<file path="src/rtl/hazard_ctrl_pkg.sv">
// hazard_ctrl_pkg: CPU opcode/funct encodings and mult/div latencies shared by the hazard logic.
package hazard_ctrl_pkg;
   localparam logic [5:0] OP_SPECIAL = 6'h00;
   localparam logic [5:0] OP_REGIMM  = 6'h01;
   localparam logic [5:0] OP_BEQ     = 6'h04;
   localparam logic [5:0] OP_BNE     = 6'h05;
   localparam logic [5:0] OP_BLEZ    = 6'h06;
   localparam logic [5:0] OP_BGTZ    = 6'h07;
   localparam logic [5:0] FN_MFHI    = 6'h10;
   localparam logic [5:0] FN_MFLO    = 6'h12;
   localparam logic [5:0] FN_MULT    = 6'h18;
   localparam logic [5:0] FN_MULTU   = 6'h19;
   localparam logic [5:0] FN_DIV     = 6'h1A;
   localparam logic [5:0] FN_DIVU    = 6'h1B;
   localparam logic [5:0] MD_LAT_MULT = 6'd5;
   localparam logic [5:0] MD_LAT_DIV  = 6'd32;

   function automatic logic isMdIssue(input logic [5:0] opcode, input logic [5:0] funct);
      return opcode == OP_SPECIAL &&
             (funct == FN_MULT || funct == FN_MULTU || funct == FN_DIV || funct == FN_DIVU);
   endfunction
endpackage

</file>
<file path="src/rtl/hazard_ctrl_md_tracker.sv">
// md_tracker: counts down the latency of an in-flight mult/div and reports busy.
module md_tracker
   import hazard_ctrl_pkg::*;
(
   input  logic clk,
   input  logic rst_n,
   input  logic start,
   input  logic isDiv,
   output logic mdBusy
);
   logic [5:0] count;

   // A new op is accepted only once the previous one has fully drained.
   always_ff @(posedge clk or negedge rst_n)
      if (!rst_n)
         count <= '0;
      else
         count <= (count != '0) ? count - 6'd1 :
                  start         ? (isDiv ? MD_LAT_DIV : MD_LAT_MULT) : '0;

   assign mdBusy = count != '0;
endmodule

</file>
<file path="src/rtl/hazard_ctrl.sv">
// hazard_ctrl: pipeline stall/flush decisions for load-use, branch operand and mult/div hazards.
module hazard_ctrl
   import hazard_ctrl_pkg::*;
(
   input  logic        clk,
   input  logic        rst_n,
   input  logic [5:0]  Opcode_IFID,
   input  logic [5:0]  Funct_IFID,
   input  logic [4:0]  RsAddr_IFID,
   input  logic [4:0]  RtAddr_IFID,
   input  logic        MemRead_IDEX,
   input  logic        RegWrite_IDEX,
   input  logic [4:0]  RdAddr_IDEX,
   input  logic        MemRead_EXMEM,
   input  logic [4:0]  RdAddr_EXMEM,
   input  logic        BranchTaken_ID,
   output logic        PCWrite,
   output logic        IFIDWrite,
   output logic        IDEXFlush,
   output logic        IFIDFlush,
   output logic        MdBusy,
   output logic [15:0] StallCount
);
   logic isBr2, isBr1, mdIssue, mdRead, isDiv;
   logic loadUse, brAlu, brLoad, mdStall, stall;

   assign isBr2   = Opcode_IFID == OP_BEQ || Opcode_IFID == OP_BNE;
   assign isBr1   = Opcode_IFID == OP_REGIMM || Opcode_IFID == OP_BLEZ || Opcode_IFID == OP_BGTZ;
   assign mdIssue = isMdIssue(Opcode_IFID, Funct_IFID);
   assign mdRead  = Opcode_IFID == OP_SPECIAL && (Funct_IFID == FN_MFHI || Funct_IFID == FN_MFLO);
   assign isDiv   = Funct_IFID == FN_DIV || Funct_IFID == FN_DIVU;

   // Register 0 is hardwired, so a zero destination never creates a dependency.
   assign loadUse = MemRead_IDEX && RdAddr_IDEX != '0 &&
                    (RdAddr_IDEX == RsAddr_IFID || RdAddr_IDEX == RtAddr_IFID);
   assign brAlu   = RegWrite_IDEX && RdAddr_IDEX != '0 &&
                    (((isBr2 || isBr1) && RdAddr_IDEX == RsAddr_IFID) || (isBr2 && RdAddr_IDEX == RtAddr_IFID));
   assign brLoad  = MemRead_EXMEM && RdAddr_EXMEM != '0 &&
                    (((isBr2 || isBr1) && RdAddr_EXMEM == RsAddr_IFID) || (isBr2 && RdAddr_EXMEM == RtAddr_IFID));
   assign mdStall = MdBusy && (mdIssue || mdRead);
   assign stall   = loadUse || brAlu || brLoad || mdStall;

   assign PCWrite   = !stall;
   assign IFIDWrite = !stall;
   assign IDEXFlush = stall;
   assign IFIDFlush = BranchTaken_ID && !stall;

   md_tracker u_md (
      .clk    (clk),
      .rst_n  (rst_n),
      .start  (mdIssue && !stall),
      .isDiv  (isDiv),
      .mdBusy (MdBusy)
   );

   always_ff @(posedge clk or negedge rst_n)
      if (!rst_n)
         StallCount <= '0;
      else if (stall && StallCount != 16'hFFFF)
         StallCount <= StallCount + 16'd1;
endmodule

</file>
<file path="config.mk">
export PLATFORM = sky130hd
export DESIGN_NAME = hazard_ctrl
export DESIGN_NICKNAME = d
export VERILOG_FILES = /design/src/rtl/hazard_ctrl_pkg.sv /design/src/rtl/hazard_ctrl_md_tracker.sv /design/src/rtl/hazard_ctrl.sv
export SDC_FILE = /design/constraint.sdc
export NUM_CORES = 1
export LEC_CHECK = 0
export ABC_AREA = 1
export CAP_MARGIN = 0
export CORE_MARGIN = 4
export CORE_UTILIZATION = 49
export CTS_CLUSTER_DIAMETER = 80
export DETAILED_ROUTE_END_ITERATION = 8
export PLACE_DENSITY = 0.85
export SLEW_MARGIN = 30
export SYNTH_ARGS = -nofsm -noshare
export SYNTH_HDL_FRONTEND = slang
export SYNTH_SLANG_ARGS = --single-unit
</file>
<file path="constraint.sdc">
create_clock -name clk -period 4.52 [get_ports clk]
set_input_delay 0.678 -clock clk [delete_from_list [all_inputs] [get_ports clk]]
set_output_delay 0.678 -clock clk [all_outputs]
set_load 0.1 [all_outputs]
</file>
==> flow_metrics.tcl <==
set metrics [dict create \
    place.port_buffers 58 \
    path_class "primary input to output port" \
    wl_per_cell_um 11.0 \
    tns_ns 0 \
    dieArea_um2 4560 \
    rsz0062_at_grt "false" \
    htreeDepth 1 \
    fillers 295 \
    nets 362 \
    worstReg2RegEnd "StallCount[3]" \
    yosysWarnings 0 \
    r2r_start "u_md.count[0]" \
    p_leak_uw 0.00118 \
    maxCapViolations 0 \
    pwr-share-comb 0.472 \
    outcome "finished clean" \
    synth_nets 304 \
    min_path_type "primary input to asynchronous set/reset pin" \
    antenna_found_initial 0 \
    layout-drive-gt1-share 0.0623 \
    drt-total-wl_um 4020 \
    dpl_cell_area_um2 2320 \
    final_area_um2 2360 \
    fp.dieH_um 67.5 \
    path_max_fanout 21 \
    start_util 0.512 \
    hold_violations 0 \
    tightest_slew_ns 0.992 \
    slew_violations 0 \
    yosys-top-cells-area "dfrtp_1, nand2_1, nand3_1" \
    pwr-share-clk 0.155 \
    p_int_uw 395 \
    detail-route-antenna-nets 0 \
    cp-end-kind "output port" \
    arrival_ns 2.58 \
    syn_inst 264 \
    cts_buffers 3 \
    setup_viol 0 \
    clock_skew_ns 0.00739 \
    firstDrtPassIters 4 \
    crit_required_ns 3.84 \
    post-route-min-period_ns 3.26 \
    antenna_cells 0 \
    max_freq_mhz 307 \
    synth.top_cell.area_share 0.317 \
    drt_iter0_drc 97 \
    reg2reg_depth 10 \
    path_cells "clkdlybuf4s50_1, inv_2, o21ai_1, nor2_1, nand3_1, o21ai_1, nand2_1, nand3_2, nor2_1, buf_4" \
    crit_start "RdAddr_IDEX[4]" \
    reg2reg_setup_slack_ns 2.44 \
    via_per_inst 4.81 \
    design.core.area_um2 3390 \
    area_delta_synth_final_pct 35.9 \
    hold_buffers 0 \
    clock_sinks 22 \
    cts_root_buffer "clkbuf_4" \
    final_cell_mix "nand2_1, clkdlybuf4s50_1, inv_1, nand3_1, nor2_1" \
    drc_errors 0 \
    syn_area_um2 1740 \
    core.rowCount 21 \
    io_pins 59 \
    ir_drop_mv 0.276 \
    p_sw_frac 0.441 \
    grt_max_degree 23 \
    crit_family "buffers and inverters" \
    powerDensity_nw_per_um2 299 \
    die_w_um 67.5 \
    yosysTopAreaCell "dfrtp_1" \
    clock_path_buffers 2 \
    clk_latency_ns 0.31 \
    cts_tree "yes" \
    track_usage 0.192 \
    first_global_vias 1703 \
    post_cts_buffers 0 \
    start_kind "primary input" \
    grt_overflow 0 \
    layout_commonest_cell "nand2_1" \
    ys_ff_latch 22 \
    max_stage_delay_ns 0.54 \
    postSynthAreaPerCell_um2 6.58 \
    pwr-share-seq 0.373 \
    grt_pass1_wl_um 6830 \
    ys_types 28 \
    cp_slowest_cell "clkdlybuf4s50_1" \
    slew_headroom 0.336 \
    clkTransAtPathRegs_ns 0.13 \
    fin_crit_sh 0.721 \
    globalplace.congestion 0.902 \
    yosysSeqAreaShare 0.317 \
    cp_num_buf_inv 3 \
    cts_resized 0 \
    dr_total_vias 1765 \
    switchingPower_uw 312 \
    dp_hpwl_um 3300 \
]
==> cells by family after synthesis <==
| logic type | count (synthesis) | share of synthesized area |
|---|---|---|
| simple gates | 166 | 0.420 |
| buf+inv | 39 | 0.0944 |
| xor+xnor | 24 | 0.121 |
| flops | 22 | 0.317 |
| compound gates | 11 | 0.0331 |
| fa+ha+maj | 2 | 0.0144 |
==> cell type report <==
class,count,area (um^2),area share
timing repair buffer,58,566,0.240
clock buffer,4,36.3,0.0154
inverter,34,128,0.0541
sequential,22,551,0.233
tap,46,57.6,0.0244
multi-input combinational,203,1020,0.433
==> cell usage after synthesis, drive strengths merged <==
| library cell | instances |
|---|---|
| nor4 | 1 |
| a21boi | 1 |
| nor3 | 3 |
| o21ai | 7 |
| and3b | 1 |
| nand4 | 3 |
| and3 | 1 |
| buf | 5 |
| nand3 | 31 |
| nand2 | 94 |
| dfrtp | 22 |
| xnor2 | 14 |
| a21oi | 3 |
| nand3b | 1 |
| ha | 2 |
| nor2 | 31 |
| xor2 | 10 |
| inv | 34 |
==> registers in the layout, indices dropped and copies added, names as in the netlist <==
| signal | cells |
|---|---|
| StallCount | 16 |
| u_md.count | 6 |
==> metrics by stage <==
stage	setup slack [ns]	util	total power, uW	std cells	hold slack (ns)
after global routing	1.10	0.696	756	367	0.335
after global placement	1.31	0.687	593	363	0.466
after floorplan	0.575	-	501	264	0.382
after CTS	1.26	0.696	714	367	0.326
final	1.26	0.696	706	367	0.303
after detailed placement	1.26	0.685	603	363	0.479
==> metal layers <==
metal / track usage / up-vias / part of all wire
li1: - / 932 / -
met1: 0.233 / 797 / 0.45
met2: 0.344 / 30 / 0.50
met3: 0.0216 / 6 / 0.029
met4: 0.0709 / 0 / 0.016
met5: 0 / - / 0
==> how the worst max path moves through the flow <==
stage                endpoint  cells past startpoint
floorplan           IFIDFlush                      9
global placement    IFIDFlush                     10
detailed placement  IFIDFlush                     10
CTS                 IFIDFlush                     10
global route        IFIDFlush                      9
finish              IFIDFlush                     10
==> power by group through the flow <==
stage	Combinational (uW)	Clock, uW	Sequential (uW)
after floorplan	147	0	354
after global placement	328	0	265
after detailed placement	335	0	268
after CTS	337	113	264
after global routing	369	118	269
final	333	109	263
Power figures use the tool's default switching activity.
